File: src/rtl/abc2dq_pkg.sv
// Shared definitions for the abc -> alpha/beta -> d/q current transform.
package abc2dq_pkg;

  // Default data width and number of fractional bits (Q1.15).
  localparam int DEF_W = 16;
  localparam int DEF_F = 15;

  // 1/sqrt(3) in Q1.15, always used as a positive coefficient.
  localparam logic [15:0] INV_SQRT3 = 16'd18919;

  // One state per sequencing step; each step uses the shared multiplier once.
  typedef enum logic [2:0] {
    IDLE,
    BETA,
    M0,
    M1,
    M2,
    M3
  } state_t;

  // Clamp a wide signed value into the signed range of 'width' bits.
  // The caller truncates the result to its own width.
  function automatic logic signed [63:0] saturate(input logic signed [63:0] x,
                                                  input int width);
    logic signed [63:0] max_v;
    logic signed [63:0] min_v;
    max_v = (64'sd1 <<< (width - 1)) - 64'sd1;
    min_v = -max_v - 64'sd1;
    if (x > max_v) begin
      return max_v;
    end else if (x < min_v) begin
      return min_v;
    end
    return x;
  endfunction

endpackage

File: src/rtl/abc2dq_mac.sv
// Registered signed multiply-accumulate shared by every step of the transform.
// sum is the combinational next accumulator value (clear ? 0 : acc) +/- a*b,
// so the sequencer can saturate it on the same edge it is stored.
module abc2dq_mac #(
  parameter int a_width   = 18,
  parameter int b_width   = 17,
  parameter int acc_width = 34
) (
  input  logic                        clk,
  input  logic                        srst,
  input  logic                        en,
  input  logic                        clear,
  input  logic                        negate,
  input  logic signed [a_width-1:0]   a,
  input  logic signed [b_width-1:0]   b,
  output logic signed [acc_width-1:0] sum
);

  logic signed [a_width+b_width-1:0] prod;
  logic signed [acc_width-1:0]       prod_t;
  logic signed [acc_width-1:0]       term;
  logic signed [acc_width-1:0]       base;
  logic signed [acc_width-1:0]       acc_reg;

  // Product, optional negation and accumulate-or-restart.
  // The product never exceeds acc_width bits for the operand ranges used,
  // so dropping the top product bits is lossless.
  always_comb begin
    prod   = a * b;
    prod_t = $signed(prod[acc_width-1:0]);
    term   = negate ? -prod_t : prod_t;
    base   = clear ? '0 : acc_reg;
    sum    = base + term;
  end

  // Accumulator register, updated only on active sequencing steps.
  always_ff @(posedge clk) begin
    if (srst) begin
      acc_reg <= '0;
    end else if (en) begin
      acc_reg <= sum;
    end
  end

endmodule

File: src/rtl/abc2dq_seq.sv
// Forward current transform: (ia, ib) -> Clarke (alpha, beta) -> Park (d, q)
// using supplied sin/cos of the electrical angle. A single shared multiplier
// is stepped through five products by a small FSM; one sample per 6 cycles.
module abc2dq_seq
  import abc2dq_pkg::*;
#(
  parameter int                     inout_width         = DEF_W,
  parameter int                     inout_decimal_width = DEF_F,
  parameter logic [inout_width-1:0] inv_sqrt3           = inout_width'(INV_SQRT3)
) (
  input  logic                   aclk,
  input  logic                   reset,
  input  logic [inout_width-1:0] ia,
  input  logic [inout_width-1:0] ib,
  input  logic [inout_width-1:0] sin,
  input  logic [inout_width-1:0] cos,
  input  logic                   in_valid,
  output logic                   in_ready,
  output logic [inout_width-1:0] alpha,
  output logic [inout_width-1:0] beta,
  output logic [inout_width-1:0] d,
  output logic [inout_width-1:0] q,
  output logic                   out_valid
);

  localparam int W    = inout_width;
  localparam int F    = inout_decimal_width;
  localparam int AW   = W + 2;      // holds ia + 2*ib
  localparam int BW   = W + 1;      // holds positive inv_sqrt3 as signed
  localparam int ACCW = 2 * W + 2;

  state_t state_reg;
  state_t state_next;

  logic signed [W-1:0]    ia_reg;
  logic signed [W-1:0]    ib_reg;
  logic signed [W-1:0]    sin_reg;
  logic signed [W-1:0]    cos_reg;
  logic signed [W-1:0]    beta_reg;
  logic signed [W-1:0]    d_reg;

  logic signed [AW-1:0]   sum_ab;
  logic signed [ACCW-1:0] mac_sum;
  logic signed [ACCW-1:0] mac_shifted;
  logic signed [W-1:0]    sat_res;

  logic                   mac_en;
  logic                   mac_clear;
  logic                   mac_negate;
  logic signed [AW-1:0]   mac_a;
  logic signed [BW-1:0]   mac_b;

  abc2dq_mac #(
    .a_width  (AW),
    .b_width  (BW),
    .acc_width(ACCW)
  ) u_mac (
    .clk   (aclk),
    .srst  (reset),
    .en    (mac_en),
    .clear (mac_clear),
    .negate(mac_negate),
    .a     (mac_a),
    .b     (mac_b),
    .sum   (mac_sum)
  );

  assign in_ready = (state_reg == IDLE);

  // ia + 2*ib in W+2 bits, then rescale and clamp whatever the MAC produces.
  always_comb begin
    sum_ab      = AW'(ia_reg) + (AW'(ib_reg) <<< 1);
    mac_shifted = mac_sum >>> F;
    sat_res     = W'(saturate(64'(mac_shifted), W));
  end

  // Next-state and multiplier operand/control selection for each step.
  always_comb begin
    state_next = state_reg;
    mac_en     = 1'b0;
    mac_clear  = 1'b0;
    mac_negate = 1'b0;
    mac_a      = '0;
    mac_b      = '0;
    case (state_reg)
      IDLE: begin
        if (in_valid) state_next = BETA;
      end
      BETA: begin  // (ia + 2*ib) * inv_sqrt3
        mac_en     = 1'b1;
        mac_clear  = 1'b1;
        mac_a      = sum_ab;
        mac_b      = $signed({1'b0, inv_sqrt3});
        state_next = M0;
      end
      M0: begin    // acc = alpha * cos
        mac_en     = 1'b1;
        mac_clear  = 1'b1;
        mac_a      = AW'(ia_reg);
        mac_b      = BW'(cos_reg);
        state_next = M1;
      end
      M1: begin    // d = acc + beta * sin
        mac_en     = 1'b1;
        mac_a      = AW'(beta_reg);
        mac_b      = BW'(sin_reg);
        state_next = M2;
      end
      M2: begin    // acc = -(alpha * sin)
        mac_en     = 1'b1;
        mac_clear  = 1'b1;
        mac_negate = 1'b1;
        mac_a      = AW'(ia_reg);
        mac_b      = BW'(sin_reg);
        state_next = M3;
      end
      M3: begin    // q = acc + beta * cos
        mac_en     = 1'b1;
        mac_a      = AW'(beta_reg);
        mac_b      = BW'(cos_reg);
        state_next = IDLE;
      end
      default: state_next = IDLE;
    endcase
  end

  // State register, input capture, intermediate results and output load.
  always_ff @(posedge aclk) begin
    if (reset) begin
      state_reg <= IDLE;
      ia_reg    <= '0;
      ib_reg    <= '0;
      sin_reg   <= '0;
      cos_reg   <= '0;
      beta_reg  <= '0;
      d_reg     <= '0;
      alpha     <= '0;
      beta      <= '0;
      d         <= '0;
      q         <= '0;
      out_valid <= 1'b0;
    end else begin
      state_reg <= state_next;
      out_valid <= 1'b0;
      case (state_reg)
        IDLE: begin
          if (in_valid) begin
            ia_reg  <= $signed(ia);
            ib_reg  <= $signed(ib);
            sin_reg <= $signed(sin);
            cos_reg <= $signed(cos);
          end
        end
        BETA: beta_reg <= sat_res;
        M1:   d_reg    <= sat_res;
        M3: begin
          alpha     <= ia_reg;
          beta      <= beta_reg;
          d         <= d_reg;
          q         <= sat_res;
          out_valid <= 1'b1;
        end
        default: ;
      endcase
    end
  end

endmodule

File: config.mk
export PLATFORM = sky130hd
export DESIGN_NAME = abc2dq_seq
export DESIGN_NICKNAME = d
export VERILOG_FILES = /design/src/rtl/abc2dq_pkg.sv /design/src/rtl/abc2dq_mac.sv /design/src/rtl/abc2dq_seq.sv
export SDC_FILE = /design/constraint.sdc
export NUM_CORES = 1
export LEC_CHECK = 0
export BUFFER_PORTS_ARGS = -buffer_cell sky130_fd_sc_hd__buf_2
export CAP_MARGIN = 20
export CORE_MARGIN = 5
export CORE_UTILIZATION = 64
export CTS_CLUSTER_SIZE = 28
export DETAILED_ROUTE_END_ITERATION = 7
export GPL_ROUTABILITY_DRIVEN = 0
export PLACE_DENSITY = 0.88
export SLEW_MARGIN = 30
export SYNTH_ARGS = -nofsm -noshare
export SYNTH_HDL_FRONTEND = slang
export SYNTH_SLANG_ARGS = --single-unit
File: constraint.sdc
create_clock -name aclk -period 14.05 [get_ports aclk]
set_input_delay 2.81 -clock aclk [delete_from_list [all_inputs] [get_ports aclk]]
set_output_delay 2.81 -clock aclk [all_outputs]
set_load 0.01 [all_outputs]
======== Word level (Yosys, flattened, before mapping) ========
Cells that the tools add are included.
storage, ports and cells
  register bits ........................... 198
  bits of input ports ..................... 67
  output and inout port bits .............. 66
  word-level logic and storage cells ...... 48
operators by class
  reductions and logical operators ........ 8
  $add $sub $neg .......................... 3
  order comparisons ....................... 2
  muxes and demuxes ....................... 15
  equality and inequality tests ........... 6
  multipliers ............................. 1
operators with widths
  kind                    count
  $mux W34                2
  $pmux W18 S3            1
  $pmux W17 S3            1
  $mux W16                3
  $add A34 B34 Y34        1
  $mul A18 B17 Y34        1
  $neg A34 Y34            1
  $gt A19 B16 Y1 const B  1
  $lt A19 B16 Y1 const B  1
  $add A16 B17 Y18        1
  $pmux W3 S5             1
  $reduce_or A2 Y1        4
  $eq A3 B2 Y1 const B    2
  $eq A3 B3 Y1 const B    2
  $mux W1                 6
  $reduce_or A5 Y1        1
  $eq A3 B1 Y1 const B    1
  $logic_not A3 Y1        1
  $mux W3                 1
  $reduce_or A3 Y1        1
  $ne A2 B2 Y1 const B    1
  $reduce_and A2 Y1       1

======== Logic depth before layout (Yosys ltp) ========
Gate-level depths: netlist of run 1.
  depth in word-level cells ............... 11
  mapped depth ............................ 51
  depth with buffers taken out ............ 47

======== Cells and area by module ========
From an unflattened synthesis of run 1, not the netlist that was laid out.
second synthesis, totals
  cell total of the unflattened synthesis .. 2713
  area total of the unflattened synthesis .. 22631.7 sq um
by module, submodules not included
  module      area an instance (sq um)  cells each  instances
  abc2dq_mac  15464.8                   1797        1
  abc2dq_seq  7166.9                    916         1

======== Worst setup path after synthesis of run 1 ========
No wires, ideal clock.
  path type ............................... register to register
  start ................................... register ia_reg[2]
  end ..................................... register beta_reg[13]
  required time ........................... 13971 ps
  arrival ................................. 11134 ps
  setup slack ............................. 2837 ps
  clock period less this slack ............ 11213 ps
  setup time .............................. 79 ps
  stages on the path, launching flop included .. 45
  buffers on the path ..................... 2
  path through ............................ dfxtp_1 > ha_1 > a21o_1 > a21oi_1 > o21bai_1 > a21oi_1 > o21bai_1 > a21oi_1 > o21bai_1 > a21oi_1 > o21a_1 > mux2i_1 > o21ai_0 > fa_1 > inv_1 > fa_1 > fa_1 > inv_1 > [... 9 more ...] > a211o_1 > o21ai_4 > xnor2_1 > or4_4 > or3_1 > nor4_1 > a21oi_1 > xor2_1 > ha_1 > a21o_1 > a21oi_1 > mux2_2 > a311oi_1 > nand3_1 > o211ai_1 > clkbuf_1 > nand3_1 > a211oi_2
between the ends
  longest elaborated chain between the ends .. 10
  elaborated cells between the ends (all ways) .. 12
  classes of those cells .................. add/sub (3); mul (1); order compare (2); mux (6)
ends and longest elaborated chain
  what                    line               RTL
  start, declared         abc2dq_seq.sv:35   logic signed [W-1:0] ia_reg;
  start signal, assigned  abc2dq_seq.sv:148  ia_reg <= $signed(ia);
  $add A16 B17 Y18        abc2dq_seq.sv:72   sum_ab = AW'(ia_reg) + (AW'(ib_reg) <<< 1);
  $pmux W18 S3 *          abc2dq_seq.sv:85   case (state_reg)
  $mul A18 B17 Y34 *      abc2dq_mac.sv:29   prod = a * b;
  $neg A34 Y34            abc2dq_mac.sv:31   term = negate ? -prod_t : prod_t;
  $mux W34 *              abc2dq_mac.sv:31
  $add A34 B34 Y34 *      abc2dq_mac.sv:33   sum = base + term;
  $lt A19 B16 Y1          abc2dq_pkg.sv:31   end else if (x < min_v) begin
  $mux W1                 abc2dq_pkg.sv:31
  $mux W1                 abc2dq_pkg.sv:29   if (x > max_v) begin
  $mux W16 *              abc2dq_pkg.sv:34   return x;
  end signal, assigned    abc2dq_seq.sv:154  BETA: beta_reg <= sat_res;
  end, declared           abc2dq_seq.sv:39   logic signed [W-1:0] beta_reg;
Every way passes the cells marked *; elsewhere a longest branch is shown, timed or not.
A chain may end at the register's enable or synchronous reset.

======== Worst setup path after layout of run 1 ========
  start ................................... register ia_reg[2]
  end ..................................... register beta_reg[3]
The elaborated chain is that of the path after synthesis.

==> results of run 1 <==
-- cells by family (layout without fill, tap and decap cells) --
family	count (synthesis)	after routing
simple gates	951	951
fa+ha+maj	442	442
mux	23	23
xor+xnor	93	93
compound gates	566	566
other cells	0	1
buf+inv	559	623
flops	198	198
-- power breakdown --
group / switching [mW] / total (mW) / internal (mW)
combinational: 0.604 / 0.927 / 0.323
sequential: 0.0403 / 0.638 / 0.597
clock: 0.254 / 0.501 / 0.247
-- layout make-up --
cell class / count / area (sq um)
timing repair buffer: 165 / 917
tap: 461 / 577
clock inverter: 14 / 175
antenna: 1 / 2.50
multi-input combinational: 2075 / 16800
clock buffer: 18 / 439
fill: 2578 / 10900
inverter: 426 / 1600
sequential: 198 / 3960
-- Yosys cell counts (10+ instances only) --
library cell | instances | area share, %
dfxtp_1 | 198 | 17
a21oi_1 | 246 | 5.4
nor2b_1 | 12 | 0.33
fa_1 | 307 | 27
mux2i_1 | 21 | 0.92
ha_1 | 135 | 7.4
o211ai_1 | 14 | 0.46
o21ai_1 | 12 | 0.26
nor3_1 | 26 | 0.57
a211oi_1 | 57 | 1.9
nand2_1 | 428 | 7.1
buf_1 | 12 | 0.20
nand2b_1 | 35 | 0.96
o21a_1 | 19 | 0.63
a21o_1 | 31 | 1.0
o21bai_1 | 12 | 0.40
or3_1 | 14 | 0.38
o21ai_0 | 67 | 1.5
a221oi_1 | 11 | 0.42
or2_2 | 10 | 0.27
and3_1 | 12 | 0.33
clkbuf_1 | 111 | 1.8
and2_1 | 50 | 1.4
nor2_1 | 284 | 4.7
nand3_1 | 39 | 0.86
xnor2_1 | 58 | 2.2
inv_1 | 425 | 7.0
xor2_1 | 34 | 1.3
-- per-layer routing --
layer	GRT usage [%]	wire length, um	up-vias
li1	-	-	9231
met1	40.8	23900	9848
met2	52.8	30100	1110
met3	7.84	6210	265
met4	13.6	3360	4
met5	0	40	-
-- critical path: cells and delay by family, from the launching register on --
family / cells / cell delay (ps)
flops: 1 / 420
xor+xnor: 2 / 330
compound gates: 18 / 3670
mux: 1 / 690
simple gates: 11 / 3670
buf+inv: 4 / 230
fa+ha+maj: 9 / 4110
-- worst max-delay path by stage --
stage                   end  slack (ps)  cells after the start
3_5_place_dp      d_reg[12]        1030                     45
5_1_grt         beta_reg[3]         120                     45
6_report        beta_reg[3]         790                     45
3_3_place_gp       d_reg[4]        1410                     45
2_1_floorplan  beta_reg[13]        2840                     44
4_1_cts           d_reg[12]         950                     45
-- per-stage QoR --
step | hold slack [ps] | instance area [sq um] | power [mW] | std cells
2_1_floorplan | 427 | 22800 | 1.29 | 2832
3_3_place_gp | 434 | 23800 | 1.50 | 3322
3_5_place_dp | 441 | 23800 | 1.54 | 3323
4_1_cts | 451 | 24400 | 2.04 | 3355
5_1_grt | 467 | 24400 | 2.17 | 3357
6_report | 451 | 24400 | 2.07 | 3358
==> metrics.md, run 1 <==
| Metric | Value |
|---|---|
| Syn nets | `3,341` |
| Pin count of the biggest net entering global routing | `102` |
| CTS tree | `done` |
| EDFF count, synth | `0` |
| Unrepaired setup endpoints after global routing | `no` |
| Simple-Gate Fraction of Synth Area | `about 18%` |
| Postcts setup bufs | `0` |
| Number of antenna violations at the first check in global routing | `2` |
| Data required time of the critical path | `14,340 ps` |
| Worst setup SP type | `flip-flop` |
| Growth of design area from synthesis to finish | `7.29%` |
| CTS Buf Count | `17` |
| Most used cell, CP | `fa_1` |
| Site Rows | `69` |
| Post-CTS sizing | `0` |
| FF-to-FF path depth | `45` |
| Vias in the first global route | `a little over 20,000` |
| Hold_sp | `u_mac.acc_reg[6]` |
| DP Wirelength | `50,600 um` |
| Setup TNS | `0 ps` |
| First-pass GRT wire length | `102,000 um` |
| Place WS | `1030 ps` |
| Cell variety after synth | `86` |
| Mux cell area share after synthesis | `approximately 1.0%` |
| Ys async rst share | `0%` |
| Root Driver | `clkbuf_16` |
| Final Hold Violating Endpoints | `0` |
| Die height | `199 um` |
| # DRC | `0` |
| Overall Global Routing Usage | `between 30% and 40%` |
| Hold crit path type | `flip-flop to flip-flop` |
| DR pass1 iterations | `7` |
| Max FFs per register | `34` |
| Status | `completed` |
| Final setup vio count | `0` |
| Area of the core | `35,300 sq um` |
| Initial Util | `64.5%` |
| Hold Path Stages | `2` |
| Hold-fix buffer count after cts | `0` |
| Critical Path End Type | `flip-flop` |
| Largest family of logic cells by synthesized area | `adder cells` |
| H-Tree Level Count | `4` |
| Initial drt markers | `2,228` |
| Leakage | `approximately 11 nW` |
| Worst skew pair latency | `460 ps` |
| Final min period | `13,260 ps` |
| MaxCap Viol Count | `0` |
| Clock Pin Slew Worst Setup and Hold Paths | `~80 ps` |
| Cell count after synthesis | `2,832` |
| Vias | `20,500` |
| Wire per inst | `18.9 um` |
| Commonest non-fill, non-tap cells in the layout | `426 x nand2_1, 425 x inv_1, 307 x fa_1, 283 x nor2_1, 245 x a21oi_1` |
| Worst-Margin Slew | `935 ps` |
| WHS Endpoint | `u_mac.acc_reg[6]` |
| Most common cell after layout, fill and taps aside | `nand2_1` |
| Crit path DAT | `13,550 ps` |
| Final slew viol count | `0` |
| Final wirelength | `about 64,000 um` |
| Cell Pwr Density | `84.6 nW/um^2` |
| Peak Freq | `75.4 MHz` |
| Syn avg cell area | `8.04 sq um` |
| Setup Skew | `12.2 ps` |
| Global route total overflow | `0` |
| Register area share after synthesis | `17.4%` |
| Worst setup margin | `789 ps` |
| Via-to-Cell Ratio | `between 6 and 7` |
| CTS max path bufs | `2` |
| Ys flop type | `dfxtp_1` |
| Adder-Cell Fraction of Synth Area | `34.4%` |
| Post-route ant nets | `0` |
| Synthesized area | `22,800 sq um` |
| Worst setup path startpoint | `ia_reg[2]` |
| Crit Path Max Fanout | `15` |
| Peak VDD IR | `approximately 0.094 mV` |
| #FFs+latches synth | `198` |
| Final worst path period share | `94.4%` |
| Number of top-level pins | `133` |
| Relative slew slack | `37.3%` |
| Xor/xnor share of the synthesized area | `3.64%` |
| NumNets Final | `3,392` |
| Synthesis warning total | `0` |
| Reg2reg start | `ia_reg[2]` |
| Share of layout cells above drive strength 1 | `8.39%` |
| Crit-path slowest cell | `nor3_2` |
| Sinks on Clock Net | `~200` |
| Worst reg2reg endpoint | `beta_reg[3]` |
| Compound-Gate Fraction of Synth Area | `15.9%` |
| Critical path class | `flip-flop to flip-flop` |
| Reg-to-reg slack, setup | `790 ps` |
| Die ar. | `slightly below 40,000 sq um` |
| Max stage delay on crit path | `770 ps` |
| Finished Core Util | `between 60% and 70%` |
| Buffers on Ports | `132` |
| Die W | `199 um` |
(Power assumes the default switching activity.)
==> inputs of run 2 (changes only) <==
--- a/config.mk
+++ b/config.mk
@@ -9,10 +9,9 @@
 export CAP_MARGIN = 20
 export CORE_MARGIN = 5
 export CORE_UTILIZATION = 64
-export CTS_CLUSTER_SIZE = 28
 export DETAILED_ROUTE_END_ITERATION = 7
 export GPL_ROUTABILITY_DRIVEN = 0
-export PLACE_DENSITY = 0.88
+export PLACE_DENSITY = 0.94
 export SLEW_MARGIN = 30
 export SYNTH_ARGS = -nofsm -noshare
 export SYNTH_HDL_FRONTEND = slang
==> metrics.md, run 2 (synthesis gave the netlist of run 1 again) <==
| Metric | Value |
|---|---|
| Crit Path Max Fanout | `15` |
| FF-to-FF path depth | `43` |
| Final slew viol count | `0` |
| Final worst path period share | `91.8%` |
| Leakage | `11.5 nW` |
| Sinks on Clock Net | `198` |
| Reg area | `3960 sq um` |
| Cell Pwr Density | `~86 nW/um^2` |
| First-pass GRT wire length | `110,000 um` |
| Status | `complete, but fails checks` |
| Placed instance count | `3,326` |
| Critical path class | `flip-flop to flip-flop` |
| CTS max path bufs | `2` |
| Site Rows | `69` |
| DP Wirelength | `approximately 53,000 um` |
| Number of top-level pins | `133` |
| Crit path DAT | `13,210 ps` |
| Data required time of the critical path | `approximately 14,000 ps` |
| Setup Skew | `roughly 14 ps` |
| Critical Path End Type | `flip-flop` |
| Overall Global Routing Usage | `between 30% and 40%` |
| DR pass1 iterations | `8` |
| Post-route ant nets | `0` |
| Worst setup margin | `between 1000 and 1500 ps` |
| NumNets Final | `3,395` |
| Initial Util | `between 60 and 70%` |
| Final wirelength | `around 70,000 um` |
| Initial drt markers | `3,183` |
| Unrepaired setup endpoints after global routing | `no` |
| Failing checks | `design-rule violations` |
| Worst skew pair latency | `470 ps` |
| Share of layout cells above drive strength 1 | `~8.5%` |
| CTS Buf Count | `17` |
| Diodes inserted | `0` |
| Peak Freq | `about 78 MHz` |
| Reg-to-reg slack, setup | `1160 ps` |
| Setup TNS | `0 ps` |
| Vias in the first global route | `22,000` |
| # DRC | `16` |
| Clock Pin Slew Worst Setup and Hold Paths | `~80 ps` |
| Worst reg2reg endpoint | `beta_reg[11]` |
| Global route total overflow | `0` |
| Fillers | `between 2,000 and 2,500` |
| Finished Layout Cells | `3,360` |
| Via-to-Cell Ratio | `6.40` |
| Max stage delay on crit path | `just under 600 ps` |
| CTS tree | `done` |
| Most common cell after layout, fill and taps aside | `nand2_1` |
| H-Tree Level Count | `4` |
| Postcts setup bufs | `0` |
| Area of the core | `35,300 sq um` |
| Area occupied by multi-input gates | `16,800 sq um` |
| Growth of design area from synthesis to finish | `7.45%` |
| Worst setup SP type | `flip-flop` |
| Die height | `199 um` |
| Die ar. | `39,400 sq um` |
| Worst-Margin Slew | `1070 ps` |
| Hold Path Stages | `2` |
| Relative slew slack | `28.2%` |
| Final Hold Violating Endpoints | `0` |
| Peak VDD IR | `0.101 mV` |
| Hold crit path type | `flip-flop to flip-flop` |
| Final min period | `12,890 ps` |
| Max FFs per register | `34` |
| Pin count of the biggest net entering global routing | `118` |
| MaxCap Viol Count | `0` |
| Place WS | `1130 ps` |
| Wire per inst | `between 20 and 25 um` |
| Crit-path slowest cell | `fa_1` |
| Hold-fix buffer count after cts | `0` |
| Final setup vio count | `0` |
| Hold_sp | `u_mac.acc_reg[9]` |
| Commonest non-fill, non-tap cells in the layout | `426 x nand2_1, 425 x inv_1, 307 x fa_1, 283 x nor2_1, 245 x a21oi_1` |
| WHS Endpoint | `u_mac.acc_reg[9]` |
| Pwr Total | `2.11 mW` |
| Die W | `199 um` |
| Number of antenna violations at the first check in global routing | `1` |
| Post-CTS sizing | `0` |
| Root Driver | `clkbuf_16` |
| Reg2reg start | `ia_reg[2]` |
| Vias | `21,500` |
| Buffers on Ports | `132` |
-- run 2: changes by cell type in the layout (fill, tap and decap cells not counted), sizes merged --
cell and delta:
buf +3, clkbuf -1, clkinv -1, clkinvlp -2, diode -1, inv +4
-- run 2: worst max-delay path by stage --
stage	start	endpoint	slack (ps)
6_report	ia_reg[2]	beta_reg[11]	1160
3_3_place_gp	state_reg[2]	d_reg[4]	1600
3_5_place_dp	state_reg[2]	beta_reg[0]	1130
5_1_grt	ia_reg[2]	beta_reg[1]	330
4_1_cts	state_reg[2]	beta_reg[0]	1080
2_1_floorplan	ia_reg[2]	beta_reg[13]	2840
-- run 2: routing by layer --
metal  global-route usage, %  vias up  wire (um)
li1                        -     9246          -
met5                       0        -         15
met3                    11.5      510       8500
met2                    55.3     1642      32000
met4                    22.2        2       5600
met1                    40.4    10100      23200
-- run 2: per-stage QoR --
stage               instance area [sq um]  hold WS [ps]  util, %
floorplan                           22800           427        -
global placement                    23800           433     67.3
detailed placement                  23800           442     67.4
CTS                                 24400           453     69.1
global route                        24500           469     69.3
finish                              24500           449     69.3
-- run 2: critical path: cells and delay by family (launching register included) --
| family | cells | cell delay [ps] |
|---|---|---|
| AO/OA/AOI/OAI | 19 | 4450 |
| AND/OR/NAND/NOR | 7 | 2460 |
| flip-flops | 1 | 410 |
| adder cells (fa/ha/maj) | 9 | 4240 |
| buffers and inverters | 4 | 250 |
| XOR/XNOR | 4 | 910 |
-- run 2: power breakdown --
group	leakage (nW)	internal, mW	switching [mW]
Combinational	9.59	0.327	0.634
Clock	0.299	0.245	0.261
Sequential	1.61	0.597	0.0409
Total	11.5	1.17	0.935
-- run 2: cell type report --
cell class | count | area share (%)
Timing Repair Buffer | 168 | 3.86
Sequential cell | 198 | 16.2
Clock inverter | 15 | 0.767
Multi-Input combinational cell | 2075 | 68.5
Inverter | 426 | 6.54
Clock buffer | 17 | 1.74
Tap cell | 461 | 2.36
